File: src/rtl/mcpu_core.sv
// mcpu_core: multi-cycle CPU with 16-bit instructions and req/ready instruction and data ports.
// Optional feature macro MCPU_HALT_EN: opcode 1111111 halts the core until reset.
module mcpu_core #(
    parameter int unsigned DW = 8,
    parameter int unsigned AW = 8
) (
    input  logic          clk,
    input  logic          reset,
    output logic          imem_req,
    output logic [AW-1:0] imem_addr,
    input  logic          imem_ready,
    input  logic [15:0]   imem_data,
    output logic          dmem_req,
    output logic          dmem_we,
    output logic [DW-1:0] dmem_addr,
    output logic [DW-1:0] dmem_wdata,
    input  logic          dmem_ready,
    input  logic [DW-1:0] dmem_rdata,
    output logic [AW-1:0] pc,
    output logic          retire,
    output logic          halted
);
    localparam logic [6:0] OP_MOVA = 7'b0000000;
    localparam logic [6:0] OP_INC  = 7'b0000001;
    localparam logic [6:0] OP_ADD  = 7'b0000010;
    localparam logic [6:0] OP_SUB  = 7'b0000101;
    localparam logic [6:0] OP_DEC  = 7'b0000110;
    localparam logic [6:0] OP_AND  = 7'b0001000;
    localparam logic [6:0] OP_OR   = 7'b0001001;
    localparam logic [6:0] OP_XOR  = 7'b0001010;
    localparam logic [6:0] OP_NOT  = 7'b0001011;
    localparam logic [6:0] OP_MOVB = 7'b0001100;
    localparam logic [6:0] OP_SHR  = 7'b0001101;
    localparam logic [6:0] OP_SHL  = 7'b0001110;
    localparam logic [6:0] OP_LDI  = 7'b1001100;
    localparam logic [6:0] OP_ADI  = 7'b1000010;
    localparam logic [6:0] OP_LD   = 7'b0010000;
    localparam logic [6:0] OP_ST   = 7'b0100000;
    localparam logic [6:0] OP_BRZ  = 7'b1100000;
    localparam logic [6:0] OP_BRN  = 7'b1100001;
    localparam logic [6:0] OP_JMP  = 7'b1110000;
`ifdef MCPU_HALT_EN
    localparam logic [6:0] OP_HALT = 7'b1111111;
`endif

    typedef enum logic [1:0] {
        S_FETCH,
        S_EXEC,
        S_MEM,
        S_HALT
    } state_t;

    state_t             state;
    logic [15:0]        ir;
    logic [DW-1:0]      regs [8];

    logic [6:0]         opcode;
    logic [2:0]         dr;
    logic [2:0]         sa;
    logic [2:0]         sb;
    logic [DW-1:0]      ra;
    logic [DW-1:0]      rb;
    logic [DW-1:0]      k;
    logic signed [5:0]  offset;
    logic [AW-1:0]      pc_inc;
    logic [AW-1:0]      pc_br;
    logic [AW-1:0]      pc_next;
    logic [DW-1:0]      alu_res;
    logic               alu_wr;
    logic               is_mem;

    assign opcode    = ir[15:9];
    assign dr        = ir[8:6];
    assign sa        = ir[5:3];
    assign sb        = ir[2:0];
    assign ra        = regs[sa];
    assign rb        = regs[sb];
    assign k         = DW'(sb);
    assign offset    = {ir[8:6], ir[2:0]};
    assign pc_inc    = pc + AW'(1);
    // Signed cast sign-extends (or truncates) the 6-bit offset to the PC width.
    assign pc_br     = pc + AW'(offset);
    assign is_mem    = (opcode == OP_LD) || (opcode == OP_ST);
    assign imem_addr = pc;

    // ALU result and whether the opcode writes R[DR].
    always_comb begin
        alu_res = '0;
        alu_wr  = 1'b1;
        case (opcode)
            OP_MOVA: alu_res = ra;
            OP_INC:  alu_res = ra + DW'(1);
            OP_ADD:  alu_res = ra + rb;
            OP_SUB:  alu_res = ra - rb;
            OP_DEC:  alu_res = ra - DW'(1);
            OP_AND:  alu_res = ra & rb;
            OP_OR:   alu_res = ra | rb;
            OP_XOR:  alu_res = ra ^ rb;
            OP_NOT:  alu_res = ~ra;
            OP_MOVB: alu_res = rb;
            OP_SHR:  alu_res = rb >> 1;
            OP_SHL:  alu_res = rb << 1;
            OP_LDI:  alu_res = k;
            OP_ADI:  alu_res = ra + k;
            default: alu_wr  = 1'b0;
        endcase
    end

    // Next PC for non-memory instructions; everything but control flow falls through.
    always_comb begin
        pc_next = pc_inc;
        case (opcode)
            OP_BRZ:  if (ra == '0) pc_next = pc_br;
            OP_BRN:  if (ra[DW-1]) pc_next = pc_br;
            OP_JMP:  pc_next = AW'(ra);
            default: pc_next = pc_inc;
        endcase
    end

    always_ff @(posedge clk) begin
        if (reset) begin
            state      <= S_FETCH;
            pc         <= '0;
            ir         <= '0;
            imem_req   <= 1'b0;
            dmem_req   <= 1'b0;
            dmem_we    <= 1'b0;
            dmem_addr  <= '0;
            dmem_wdata <= '0;
            retire     <= 1'b0;
            halted     <= 1'b0;
            for (int i = 0; i < 8; i++) regs[i] <= '0;
        end else begin
            retire <= 1'b0;
            case (state)
                S_FETCH: begin
                    if (!imem_req) begin
                        imem_req <= 1'b1;
                    end else if (imem_ready) begin
                        ir       <= imem_data;
                        imem_req <= 1'b0;
                        state    <= S_EXEC;
                    end
                end
                S_EXEC: begin
                    if (is_mem) begin
                        dmem_req   <= 1'b1;
                        dmem_we    <= (opcode == OP_ST);
                        dmem_addr  <= ra;
                        dmem_wdata <= rb;
                        state      <= S_MEM;
                    end
`ifdef MCPU_HALT_EN
                    else if (opcode == OP_HALT) begin
                        halted <= 1'b1;
                        retire <= 1'b1;
                        state  <= S_HALT;
                    end
`endif
                    else begin
                        if (alu_wr) regs[dr] <= alu_res;
                        pc       <= pc_next;
                        retire   <= 1'b1;
                        imem_req <= 1'b1;
                        state    <= S_FETCH;
                    end
                end
                S_MEM: begin
                    if (dmem_ready) begin
                        if (!dmem_we) regs[dr] <= dmem_rdata;
                        dmem_req <= 1'b0;
                        dmem_we  <= 1'b0;
                        pc       <= pc_inc;
                        retire   <= 1'b1;
                        imem_req <= 1'b1;
                        state    <= S_FETCH;
                    end
                end
                S_HALT: state <= S_HALT;
                default: state <= S_FETCH;
            endcase
        end
    end

endmodule

File: config.mk
export PLATFORM = sky130hd
export DESIGN_NAME = mcpu_core
export DESIGN_NICKNAME = d
export VERILOG_FILES = /design/src/rtl/mcpu_core.sv
export SDC_FILE = /design/constraint.sdc
export NUM_CORES = 1
export LEC_CHECK = 0
export CAP_MARGIN = 40
export CORE_MARGIN = 5
export CORE_UTILIZATION = 64
export CTS_CLUSTER_DIAMETER = 200
export CTS_CLUSTER_SIZE = 12
export DETAILED_ROUTE_END_ITERATION = 7
export HOLD_SLACK_MARGIN = 0.05
export MAX_ROUTING_LAYER = met4
export PLACE_DENSITY = 0.92
export REMOVE_ABC_BUFFERS = 1
export SKIP_CTS_REPAIR_TIMING = 1
export SLEW_MARGIN = 30
export SYNTH_ARGS = -nofsm -noshare
export SYNTH_HDL_FRONTEND = slang
export SYNTH_SLANG_ARGS = --single-unit
File: constraint.sdc
create_clock -name clk -period 7.6 [get_ports clk]
set_input_delay 0.76 -clock clk [delete_from_list [all_inputs] [get_ports clk]]
set_output_delay 0.76 -clock clk [all_outputs]
set_load 0.01 [all_outputs]
==> flow_summary.toml <==
[timing]
max_freq_mhz = 219
slew_viol_final = 0
final_hold_viol_count = 0
worst_pin_slew_ns = 0.791
fin_tns_setup_ns = 0
grt_setup_unrepaired = "no"
whs_ns = 0.459
fin_crit_ns = 4.57
skew_ns = 0.00731
max_slew_margin = 0.457
period_share = 0.601
finalSetupViolations = 0

[worst_setup_path]
endpoint_kind = "flip-flop"
path_class = "flip-flop to flip-flop"
arrival_ns = 4.72
critPathLaunchType = "flip-flop"
critPathRequiredTime_ns = 7.75
worstPathMaxFanout = 41

[yosys]
synth_area_leaders = "edfxtp_1, dfxtp_1, ha_1, nor2_1, mux4_2"
synthSimpleGateAreaFrac = 0.185
synth_top_area_frac = 0.249
synth_mux_area_frac = 0.154
synth-main-ff-cell = "edfxtp_1"
synth.distinct_cells = 74
ys_seq_area_frac = 0.384
synthAdderAreaFrac = 0.0635
avgSynthCellArea_um2 = 9.83
synth-edff-count = 64
synth_area_um2 = 7720
synth-async-reset-ratio = 0
syn_inst = 785
synth_compound_area_frac = 0.141
synth_xor_area_frac = 0.0182
synth_top_family_by_area = "simple AND/OR/NAND/NOR gates"
ys_ff_latch = 116
synth_largest_area_cell = "edfxtp_1"
yosys_warnings = 0

[clocking]
clockRootBuffer = "clkbuf_16"
numCtsBuffers = 17
clockBufferDepth = 2
cts_tree = "yes"
htreeDepth = 4
clk_pin_slew_worst_paths_ns = 0.06
clkSinkCount = 116
clk-insertion-delay-late_ns = 0.43

[power_and_ir_drop]
clock_power_share = 0.397
leakagePower_nw = 3.20
vdd_drop_max_mv = 0.330
power.switching_w = 0.000588
p_sw_frac = 0.310
power_density_nw_per_um2 = 213
p_comb_frac = 0.217
p_seq_frac = 0.386
p_int_w = 0.00131

[die]
io_pins = 65
num_rows = 40
core_region_area_um2 = 11900
initial_core_util = 0.648
dieArea_um2 = 14400
die_w_um = 120
die_h_um = 120

[cells_and_area]
synthToLayoutAreaGrowth_pct = 15.0
drive_gt1_frac = 0.109
final_util = 0.745
stdcell_count = 982
fin_nets = 888
fin_area_um2 = 8870
antenna_cells = 0
layout_common_cells = "nor2_1, edfxtp_1, clkdlybuf4s50_1"
final_common_cell = "nor2_1"

[route]
drcViolationCount = 0
drtIter0Drc = 1014
routed_via_density = 6.80
drt_wl_total_um = 21600
dr.pass1.iters = 6
postRouteAntennaNets = 0
wl_per_cell_um = 22.0
vias = 6677

[global_route]
grt_pass1_wl_um = 34000
grt_pass1_vias = 6399
track_usage = 0.314
antenna_found_initial = 0
grt_max_degree = 59
grt_overflow = 0

[job]
maxCapViolations = 0

[place]
port_buffers = 63
dp_hpwl_um = 15400
dp_cells = 945
postPlaceCellArea_um2 = 8270
place_congestion = 0.949

[status]
status = "completed"

[hold_path]
hold_class = "flip-flop to flip-flop"
==> cell type report <==
type                    instances  area (µm²)
fillers                       795        3040
inverters                      28         105
flip-flops and latches        116        2960
multi-input cells             583        4340
well taps                     147         184
clock buffers                  17         425
repair buffers                 76         724
clock inverters                15         133
==> path summary, 6_finish.rpt <==
kind	from	end	slack (ns)	cells past startpoint
worst min register to register	ir[4]	flip-flop	0.46	2
worst max-delay path	flip-flop	regs[5][7]	3.03	16
worst min-delay path	ir[4]	flip-flop	0.46	2
worst max register to register	flip-flop	regs[5][7]	3.03	16
==> cells in the mapped netlist (all sizes together), types with 10 or more instances <==
cell type,number
nor3b,10
ha,36
a21oi,58
mux4,31
buf,31
nor2,108
inv,28
clkbuf,27
dfxtp,52
nand3,18
nand2,58
a211oi,22
mux2i,32
xnor2,13
nand2b,15
nor3,27
o21ai,30
edfxtp,64
==> per-stage QoR <==
step	total power [W]	setup slack, ns
4_1_cts	0.00188	3.01
3_5_place_dp	0.00113	3.04
3_3_place_gp	0.00112	3.18
6_report	0.00189	3.03
5_1_grt	0.00196	2.82
2_1_floorplan	0.000993	3.15
==> per-layer routing <==
metal	wire [µm]	global-route usage	share of wire
met5	0	-	0
met4	794	0.130	0.037
met3	2440	0.0853	0.11
met2	10500	0.504	0.48
met1	7910	0.379	0.37
==> kinds of logic (layout without fill, tap and decap cells) <==
| family | count (synthesis) | in the layout |
|---|---|---|
| AOI/OAI and AO/OA | 165 | 165 |
| xor gates and xnor gates | 16 | 16 |
| adders and majority gates | 38 | 38 |
| buffers and inverters | 86 | 136 |
| DFF | 116 | 116 |
| muxes | 70 | 70 |
| other | 1 | 1 |
| and+or+nand+nor | 293 | 293 |
==> worst max-delay path, stage by stage, from the launching register on <==
cell and delay (ns):
dfxtp_1 0.30, buf_4 0.37, mux2_2 0.41, mux4_2 0.55, inv_1 0.14, ha_1 0.24
nand2_1 0.06, o2111ai_1 0.16, ha_1 0.32, a21o_1 0.15, a21oi_1 0.23, o21ai_0 0.16
o41ai_1 0.35, xnor2_1 0.22, nor4_2 0.09, o211ai_2 0.39, a21oi_1 0.14
==> registers in the layout, indices dropped and copies added, names as in the netlist, named ones only <==
signal,count
imem_req,1
dmem_addr,8
dmem_wdata,8
ir,16
retire,1
state,2
imem_addr,8
dmem_req,1
dmem_we,1
regs,64
==> power groups by stage <==
| stage | clock network (W) | registers (W) | logic (W) |
|---|---|---|---|
| after floorplan | 0 | 0.000742 | 0.000251 |
| final | 0.000751 | 0.000731 | 0.000412 |
| after global routing | 0.000784 | 0.000735 | 0.000442 |
| after detailed placement | 0 | 0.000746 | 0.000388 |
| after CTS | 0.000750 | 0.000734 | 0.000392 |
| after global placement | 0 | 0.000743 | 0.000374 |
Note: power is estimated with default switching activity, not from simulation.
